==> src/rtl/oh_to_idx_serializer_pkg.sv <==
// Shared constants and helpers for the one-hot-to-index serializer slice.
package oh_to_idx_serializer_pkg;

  localparam DIR_LSB0 = "LSB0";

  // Mask bit position to emitted index: identity for LSB0, mirrored otherwise.
  function automatic int unsigned map_index(input int unsigned pos, input int unsigned n,
                                            input bit lsb0);
    return lsb0 ? pos : n - 1 - pos;
  endfunction

endpackage

==> src/rtl/oh_to_idx.sv <==
// Combinational one-hot to index encoder; DIRECTION mirrors the index-to-one-hot decoder.
module oh_to_idx
  import oh_to_idx_serializer_pkg::*;
#(
  parameter int NUM_SIGNALS = 4,
  parameter     DIRECTION   = "LSB0",
  parameter int INDEX_WIDTH = $clog2(NUM_SIGNALS)
) (
  input  logic [NUM_SIGNALS-1:0] one_hot,
  output logic [INDEX_WIDTH-1:0] index
);

  localparam bit LSB0 = (DIRECTION == DIR_LSB0);

  always_comb begin
    index = '0;
    for (int unsigned i = 0; i < NUM_SIGNALS; i++) begin
      if (one_hot[i]) index = index | INDEX_WIDTH'(map_index(i, NUM_SIGNALS, LSB0));
    end
  end

endmodule

==> src/rtl/oh_to_idx_serializer.sv <==
// Accepts a multi-hot mask and emits one index/one-hot beat per set bit,
// in ascending mapped-index order, with back-to-back mask acceptance on the last beat.
module oh_to_idx_serializer
  import oh_to_idx_serializer_pkg::*;
#(
  parameter int NUM_SIGNALS = 4,
  parameter     DIRECTION   = "LSB0",
  parameter int INDEX_WIDTH = $clog2(NUM_SIGNALS)
) (
  input  logic                   clk,
  input  logic                   reset,
  input  logic                   mask_valid,
  output logic                   mask_ready,
  input  logic [NUM_SIGNALS-1:0] mask,
  output logic                   idx_valid,
  input  logic                   idx_ready,
  output logic [INDEX_WIDTH-1:0] index,
  output logic [NUM_SIGNALS-1:0] one_hot,
  output logic                   idx_last
);

  localparam bit LSB0 = (DIRECTION == DIR_LSB0);

  typedef enum logic {
    IDLE,
    EMIT
  } state_t;

  state_t                 state, state_nxt;
  logic [NUM_SIGNALS-1:0] pending, pending_nxt;
  logic [NUM_SIGNALS-1:0] scan, scan_sel, sel;
  logic                   single;

  // Non-LSB0 selection isolates the lowest bit of the bit-reversed vector, then reverses back.
  always_comb begin
    scan = '0;
    sel  = '0;
    for (int unsigned i = 0; i < NUM_SIGNALS; i++) begin
      scan[i] = LSB0 ? pending[i] : pending[NUM_SIGNALS-1-i];
    end
    scan_sel = scan & (~scan + NUM_SIGNALS'(1));
    for (int unsigned i = 0; i < NUM_SIGNALS; i++) begin
      sel[i] = LSB0 ? scan_sel[i] : scan_sel[NUM_SIGNALS-1-i];
    end
  end

  assign single = ((pending & (pending - NUM_SIGNALS'(1))) == '0);

  oh_to_idx #(
    .NUM_SIGNALS (NUM_SIGNALS),
    .DIRECTION   (DIRECTION),
    .INDEX_WIDTH (INDEX_WIDTH)
  ) u_oh_to_idx (
    .one_hot (sel),
    .index   (index)
  );

  // pending is all-zero in IDLE, so sel and index fall to zero there.
  assign idx_valid  = (state == EMIT);
  assign one_hot    = sel;
  assign idx_last   = (state == EMIT) && single;
  assign mask_ready = (state == IDLE) || ((state == EMIT) && single && idx_ready);

  always_comb begin
    state_nxt   = state;
    pending_nxt = pending;
    case (state)
      IDLE: begin
        if (mask_valid && (mask != '0)) begin
          pending_nxt = mask;
          state_nxt   = EMIT;
        end
      end
      EMIT: begin
        if (idx_ready) begin
          if (single) begin
            pending_nxt = '0;
            state_nxt   = IDLE;
            if (mask_valid && (mask != '0)) begin
              pending_nxt = mask;
              state_nxt   = EMIT;
            end
          end else begin
            pending_nxt = pending & ~sel;
          end
        end
      end
      default: begin
        pending_nxt = '0;
        state_nxt   = IDLE;
      end
    endcase
  end

  always_ff @(posedge clk or negedge reset) begin
    if (!reset) begin
      state   <= IDLE;
      pending <= '0;
    end else begin
      state   <= state_nxt;
      pending <= pending_nxt;
    end
  end

endmodule

==> config.mk <==
export PLATFORM = sky130hd
export DESIGN_NAME = oh_to_idx_serializer
export DESIGN_NICKNAME = d
export VERILOG_FILES = /design/src/rtl/oh_to_idx_serializer_pkg.sv /design/src/rtl/oh_to_idx.sv /design/src/rtl/oh_to_idx_serializer.sv
export SDC_FILE = /design/constraint.sdc
export NUM_CORES = 1
export LEC_CHECK = 0
export CAP_MARGIN = 20
export CORE_AREA = 3 3 40 42
export CTS_CLUSTER_DIAMETER = 50
export DETAILED_ROUTE_END_ITERATION = 7
export DIE_AREA = 0 0 43 45
export PLACE_DENSITY = 0.65
export SLEW_MARGIN = 0
export SYNTH_ARGS = -nofsm -noshare
export SYNTH_HDL_FRONTEND = slang
export SYNTH_SLANG_ARGS = --single-unit
==> constraint.sdc <==
create_clock -name clk -period 3.8 [get_ports clk]
set_input_delay 0.95 -clock clk [delete_from_list [all_inputs] [get_ports clk]]
set_output_delay 0.95 -clock clk [all_outputs]
set_load 0.02 [all_outputs]
# [Yosys cells after proc, flatten, opt, wreduce, memory -nomap -nowiden]
# Cells that the tools add are included.
[totals] register_bits=5 elab_cells=31
[op_classes] add_sub_neg=2 eq_ne=2 muxes=12 n_bitwise=6 reduce_logical=7
[op_table] operator="$mux 4" n=4
[op_table] operator="$and 4x4->4" n=3
[op_table] operator="$not 4->4" n=2
[op_table] operator="$pmux 4 s2" n=1
[op_table] operator="$add 4x1->4 const B" n=1
[op_table] operator="$logic_not 4->1" n=1
[op_table] operator="$mux 1" n=4
[op_table] operator="$mux 2" n=2
[op_table] operator="$reduce_bool 4->1" n=1
[op_table] operator="$sub 4x1->4 const B" n=1
[op_table] operator="$logic_and 1x1->1" n=3
[op_table] operator="$ne 2x1->1 const B" n=1
[op_table] operator="$ne 2x2->1 const B" n=1
[op_table] operator="$pmux 1 s2" n=1
[op_table] operator="$reduce_and 2->1" n=1
[op_table] operator="$logic_or 1x1->1" n=1
[op_table] operator="$not 1->1" n=1

# [Depth between registers and ports, before layout]
# Gate-level depths: netlist of the first run.
[depth] depth_word=8 depth_mapped=4 ltp_nobuf=3

# [By module]
# Synthesis of the first run repeated with hierarchy kept, for this count alone.
[unflattened] hier_cells=48 area_unflattened_um2=411.6
[by_module_without_submodules] mod="oh_to_idx_serializer" n_inst=1 cells_per_inst=46 area_each_um2=399.1 seq_area_each_um2=125.1
[by_module_without_submodules] mod="oh_to_idx" n_inst=1 cells_per_inst=2 area_each_um2=12.5 seq_area_each_um2=0.0

# [Least setup slack after synthesis of the first run]
# Ideal clock, no wire load.
[synth_timing] path_type="register to output" start="reg state (netlist: idx_valid)" end="out idx_last" arrival_ns=1.198 required_time_ns=2.850 setup_slack_ns=1.652 stages_incl_launch_ff=4 path_cell_list="dfrtp_1 clkbuf_1 inv_1 nor2_1"
[synth_between] elab_chain_len=1
[synth_lines] item="from (decl)" line="oh_to_idx_serializer.sv:29" source="state_t state, state_nxt;"
[synth_lines] item="from (signal assigned)" line="oh_to_idx_serializer.sv:100" source="state <= state_nxt;"
[synth_lines] item="$logic_and 1x1->1" line="oh_to_idx_serializer.sv:61" source="assign idx_last = (state == EMIT) && single;"
[synth_lines] item="to (decl)" line="oh_to_idx_serializer.sv:19" source="output logic idx_last"
# Every way passes these cells.

# [Final worst setup path of the first run]
[layout_timing] start="in idx_ready" end="out mask_ready"
[layout_between] elab_chain_len=2
[layout_lines] item="from (decl)" line="oh_to_idx_serializer.sv:16" source="input logic idx_ready,"
[layout_lines] item="$logic_and 1x1->1" line="oh_to_idx_serializer.sv:62" source="assign mask_ready = (state == IDLE) || ((state == EMIT) && single && idx_ready);"
[layout_lines] item="$logic_or 1x1->1" line="oh_to_idx_serializer.sv:62"
[layout_lines] item="to (decl)" line="oh_to_idx_serializer.sv:13" source="output logic mask_ready,"
# Every way passes these cells.

==> results.py, run 1 <==
metrics = {
    "sta": {
        "setup_viol_count_final": 0,
        "maxSlewHeadroom_pct": 68.6,
        "hold_violations": 0,
        "min_period_ns": 3.19,
        "worst_slack_ns": 0.613,
        "setup_tns_ns": 0,
        "fmax_mhz": 314,
        "slew_viol_final": 0,
        "fin_skew_ns": 0.00317,
        "worstMarginPinSlew_ns": 0.470,
        "period_share_pct": 83.9,
        "grt_setup_unrepaired": "no",
    },
    "synth": {
        "syn_nets": 55,
        "synthTopCellsByCount": "8 x nand3_1, 7 x o211ai_1, 6 x nor2_1",
        "synth_ff_type": "dfrtp_1",
        "synth_warnings": 0,
        "synth_edf_count": 0,
        "synth.ff_latch_count": 5,
        "yosysTopAreaCell": "dfrtp_1",
        "post-synth-top-count-cell": "nand3_1",
        "ys_top_cells_by_area": "dfrtp_1 30%, o211ai_1 12%, nand3_1 9.5%, o41ai_4 6.5%, nor2_1 5.3%",
        "synth_cells": 47,
        "synthArstFlopShare_pct": 100,
        "avgSynthCellArea_um2": 8.97,
        "synth_top_area_share_pct": 29.7,
        "ys_seq_area_share_pct": 29.7,
        "synth_cell_types": 22,
        "syn_area_um2": 422,
    },
    "placement": {
        "gp_congestion": 0.851,
        "place_hpwl_um": 747,
        "place_area_um2": 578,
        "post-place-ws_ns": 0.608,
        "dp.cells": 75,
        "numPortBuffers": 16,
    },
    "cells_and_area": {
        "n_antenna_cell": 0,
        "seqCellArea_um2": 125,
        "fin_util_pct": 47.0,
        "syn_to_final_growth_pct": 43.3,
        "multi_input_area_um2": 267,
        "drive_gt1_share_pct": 12.5,
        "nNetsFinal": 73,
        "instances_no_fill": 79,
        "fill_cells": 133,
        "finalInstanceArea_um2": 604,
    },
    "job": {
        "drv_cap": 0,
    },
    "die": {
        "chipHeight_um": 45,
        "fp.coreArea_mm2": 0.00128,
        "die-area_mm2": 0.00194,
        "die_x_um": 43,
        "start_util_pct": 32.8,
        "rows": 13,
        "ios": 17,
    },
    "clock_tree": {
        "holdBufCountCts": 0,
        "post_cts_resized": 0,
        "cts_sinks": 5,
        "cts_buffers": 3,
        "cts_setup_buffers": 0,
        "cts_tree": "yes",
        "clk_pin_slew_ns": 0.04,
        "worst_skew_pair.late_latency_ns": 0.23,
        "clk_path_buf_depth": 2,
        "root_buffer": "clkbuf_4",
        "htree_num_levels": 1,
    },
    "setup_path": {
        "startpoint_type": "primary input",
        "worstPathRequired_ns": 2.85,
        "endpoint_kind": "output port",
        "crit_arrival_ns": 2.24,
        "cp_max_fo": 4,
        "worstSetupPathType": "primary input to output port",
    },
    "worst_hold_path": {
        "worst_hold_path_type": "flip-flop to flip-flop",
    },
    "routing": {
        "via_per_inst": 5.43,
        "drc": 0,
        "dr_total_vias": 429,
        "drtIter0Drc": 12,
        "dr_wl_met2_um": 431,
        "postRouteAntennaNets": 0,
        "dr.pass1.iters": 4,
        "wl_met1_um": 495,
        "top_layer": "met3",
        "routed_wl_um": 977,
        "wl_per_cell_um": 12.4,
        "wl_met3_um": 50,
    },
    "grt": {
        "grt_use_total_pct": 12.0,
        "grt_pass1_vias": 403,
        "grt_overflow": 0,
        "grt_max_degree": 14,
        "grt_pass1_wl_um": 1770,
        "antenna_found_initial": 0,
    },
    "power": {
        "powerDensity_mw_per_mm2": 883,
        "ir_drop_mv": 0.337,
        "p_leak_uw": 0.000236,
    },
    "status": {
        "status": "finished clean",
    },
}
==> cell families (layout without fill, tap and decap cells) <==
kind of cell / count (synthesis) / in the layout / share of synthesized area [%]
buf+inv: 5 / 22 / 7.12
compound gates: 14 / 14 / 34.4
flops: 5 / 5 / 29.7
simple gates: 23 / 23 / 28.8
==> report_power, final <==
| part | internal (uW) | switching (uW) |
|---|---|---|
| Clock | 39.6 | 19.7 |
| Combinational | 160 | 175 |
| Sequential | 76.7 | 62.0 |
==> stage by stage <==
step	power (uW)	hold WS, ns
floorplan	350	0.617
global placement	479	0.722
detailed placement	477	0.702
CTS	539	0.716
global route	577	0.738
finish	534	0.714
==> layout by cell type (no fill, tap or decap) <==
master and instances:
a211oi_4 1, clkbuf_1 1, nor2_1 6, nand3b_1 1
and3_1 1, nor2b_1 1, a211oi_2 1, dfrtp_1 5
o21ai_2 1, clkbuf_4 3, nor3b_2 1, or2_1 1
nand3_1 8, nand4_1 2, o211ai_1 7, inv_1 2
a21bo_1 1, o221ai_1 1, nand2_1 2, a21oi_1 1
clkdlybuf4s50_1 16, o41ai_4 1
==> routing by layer <==
metal	vias to the layer above	GRT usage (%)
li1	217	-
met1	198	17.2
met2	14	17.1
met3	0	3.98
met4	0	3.61
met5	-	0
==> flip-flops by register name (all words and copies together) (netlist names) <==
register,count
idx_valid,1
pending,4
==> final timing paths <==
| path | slack (ns) | cells past startpoint | end | from |
|---|---|---|---|---|
| worst max-delay path | 0.61 | 4 | mask_ready | idx_ready |
| worst min-delay path | 0.71 | 2 | pending[3] | pending[3] |
| worst max register to register | 2.43 | 3 | idx_valid | pending[0] |
| worst min register to register | 0.71 | 2 | pending[3] | pending[3] |
| max in group asynchronous | 2.67 | 1 | idx_valid | reset |
| min in group asynchronous | 0.94 | 1 | pending[1] | reset |
==> worst max-delay path: stages <==
cell and delay, ns:
clkdlybuf4s50_1 0.53, o21ai_2 0.08, nand2_1 0.08, clkdlybuf4s50_1 0.60
==> final cells by class <==
| class | count | share of cell area, % |
|---|---|---|
| clock buffers | 4 | 4.35 |
| inverters | 2 | 1.24 |
| multi-input cells | 37 | 44.1 |
| flip-flops and latches | 5 | 20.7 |
| well taps | 15 | 3.11 |
| repair buffers | 16 | 26.5 |
Note: power is estimated with default switching activity, not from simulation.
==> run 2: changes to the inputs <==
PLACE_DENSITY = 0.67   (was 0.65)
clock period = 2.59 ns   (was 3.8 ns; I/O delays follow)
==> run 2 against run 1 <==
Effect of this change:
- core utilization up 2.5 points
- die area unchanged
- first-iteration DRC count is 17% lower
- sequential share of layout area fell by 1.1 points
- register-to-register slack lost 1.1 ns
- global-route usage grew 0.17 points
==> results.py, run 2 (synthesized netlist as in run 1, its figures left out) <==
metrics = {
    "status": {
        "status": "finished clean",
    },
    "clock_tree": {
        "htree_num_levels": 1,
        "clk_pin_slew_ns": 0.04,
        "clk_path_buf_depth": 2,
        "root_buffer": "clkbuf_4",
        "cts_buffers": 3,
        "cts_tree": "yes",
        "cts_sinks": 5,
        "worst_skew_pair.late_latency_ns": 0.24,
    },
    "setup_path": {
        "cp_max_fo": 2,
        "worst_path_max_delay_cell": "clkdlybuf4s50_1",
        "worstPathRequired_ns": 1.94,
        "endpoint_kind": "output port",
        "crit_arrival_ns": 1.90,
        "cp_slowest_stage_delay_ns": 0.61,
        "path_cells": "clkdlybuf4s50_1 > o21ai_2 > nand2_1 > clkdlybuf4s50_1",
        "startpoint_type": "primary input",
        "worstSetupPathType": "primary input to output port",
        "cpMostUsedCell": "clkdlybuf4s50_1",
    },
    "placement": {
        "gp_congestion": 0.837,
        "post-place-ws_ns": 0.0531,
        "place_hpwl_um": 812,
        "dp.cells": 77,
        "numPortBuffers": 16,
    },
    "die": {
        "die-area_mm2": 0.00194,
        "start_util_pct": 32.8,
        "ios": 17,
        "rows": 13,
        "chipHeight_um": 45,
        "die_x_um": 43,
        "fp.coreArea_mm2": 0.00128,
    },
    "routing": {
        "via_per_inst": 5.48,
        "drc": 0,
        "dr.pass1.iters": 4,
        "dr_total_vias": 449,
        "drtIter0Drc": 10,
        "postRouteAntennaNets": 0,
        "wl_per_cell_um": 12.9,
        "routed_wl_um": 1060,
    },
    "cells_and_area": {
        "drive_gt1_share_pct": 16.4,
        "n_antenna_cell": 0,
        "layout_common_cells": "15 x clkdlybuf4s50_1, 8 x nand3_1, 7 x o211ai_1",
        "final_common_cell": "clkdlybuf4s50_1",
        "instances_no_fill": 82,
        "nNetsFinal": 76,
        "syn_to_final_growth_pct": 51.0,
        "largest_reg_flops": 4,
        "largest_register": "pending",
    },
    "sta": {
        "slew_viol_final": 0,
        "hold_violations": 0,
        "fin_skew_ns": 0.000497,
        "maxSlewHeadroom_pct": 73.9,
        "period_share_pct": 98.5,
        "setup_viol_count_final": 0,
        "grt_setup_unrepaired": "yes",
        "min_period_ns": 2.55,
        "worst_slack_ns": 0.0400,
        "worstMarginPinSlew_ns": 0.390,
        "fmax_mhz": 392,
        "holdWs_ns": 0.627,
    },
    "worst_hold_path": {
        "worst_hold_path_type": "primary input to async pin",
    },
    "grt": {
        "grt_pass1_wl_um": 1730,
        "grt_overflow": 0,
        "grt_max_degree": 14,
        "antenna_found_initial": 0,
        "grt_pass1_vias": 394,
        "grt_use_total_pct": 12.1,
    },
    "job": {
        "drv_cap": 0,
    },
    "power": {
        "ir_drop_mv": 0.589,
        "p_leak_uw": 0.000269,
        "powerDensity_mw_per_mm2": 1310,
    },
}
[run 2: changes by cell type in the layout (fill, tap and decap cells not counted)]
cell / before / now
buf_4: 0 / 3
clkdlybuf4s50_1: 16 / 15
dlymetal6s2s_1: 0 / 1
a211oi_4: 1 / 2
a211oi_2: 1 / 0
[run 2: cell type report]
| class | count | area [um^2] |
|---|---|---|
| fillers | 135 | 648 |
| multi-input cells | 37 | 274 |
| repair buffers | 19 | 185 |
| flip-flops and latches | 5 | 125 |
| clock buffers | 4 | 26.3 |
| well taps | 15 | 18.8 |
| inverters | 2 | 7.51 |
[run 2: repair_timing]
item,CTS,global route
setup endpoints to repair,1,2
pin swaps,1,0
resized for setup,0,2
hold buffers,0,0
setup buffers,1,0
endpoints found under the hold margin,0,0
[run 2: power by group]
group          total (uW)  internal [uW]  switching (uW)
combinational         534            267             267
clock                88.6           58.2            30.5
sequential            214            112             102
[run 2: stage by stage]
step	total power, uW	area, um^2	utilization (%)	setup TNS (ns)
2_1_floorplan	514	422	-	0
3_3_place_gp	712	593	46.2	0
3_5_place_dp	718	593	46.2	0
4_1_cts	826	627	48.8	0
5_1_grt	897	637	49.6	-0.0166
6_report	837	637	49.6	0
[run 2: routing by layer]
layer	up-vias	global-route usage [%]	wire, um
met4	0	5.42	18
met5	-	0	0
met2	16	18.9	514
met1	214	15.4	464
li1	217	-	-
met3	2	3.98	59
[run 2: worst paths after layout]
kind / from / slack, ns / depth (start not counted) / end
setup / recovery: idx_ready / 0.04 / 4 / mask_ready
hold / removal: reset / 0.63 / 1 / pending[0]
max in group asynchronous: reset / 1.78 / 1 / pending[2]
setup reg to reg: pending[2] / 1.30 / 4 / pending[2]
hold reg to reg: pending[3] / 0.73 / 2 / pending[3]
min in group clk: pending[3] / 0.73 / 2 / pending[3]
[run 2: worst max-delay path: cells and delay by family]
family | cells | cell delay, ns
AO/OA/AOI/OAI | 1 | 0.07
buffers and inverters | 2 | 1.11
AND/OR/NAND/NOR | 1 | 0.08
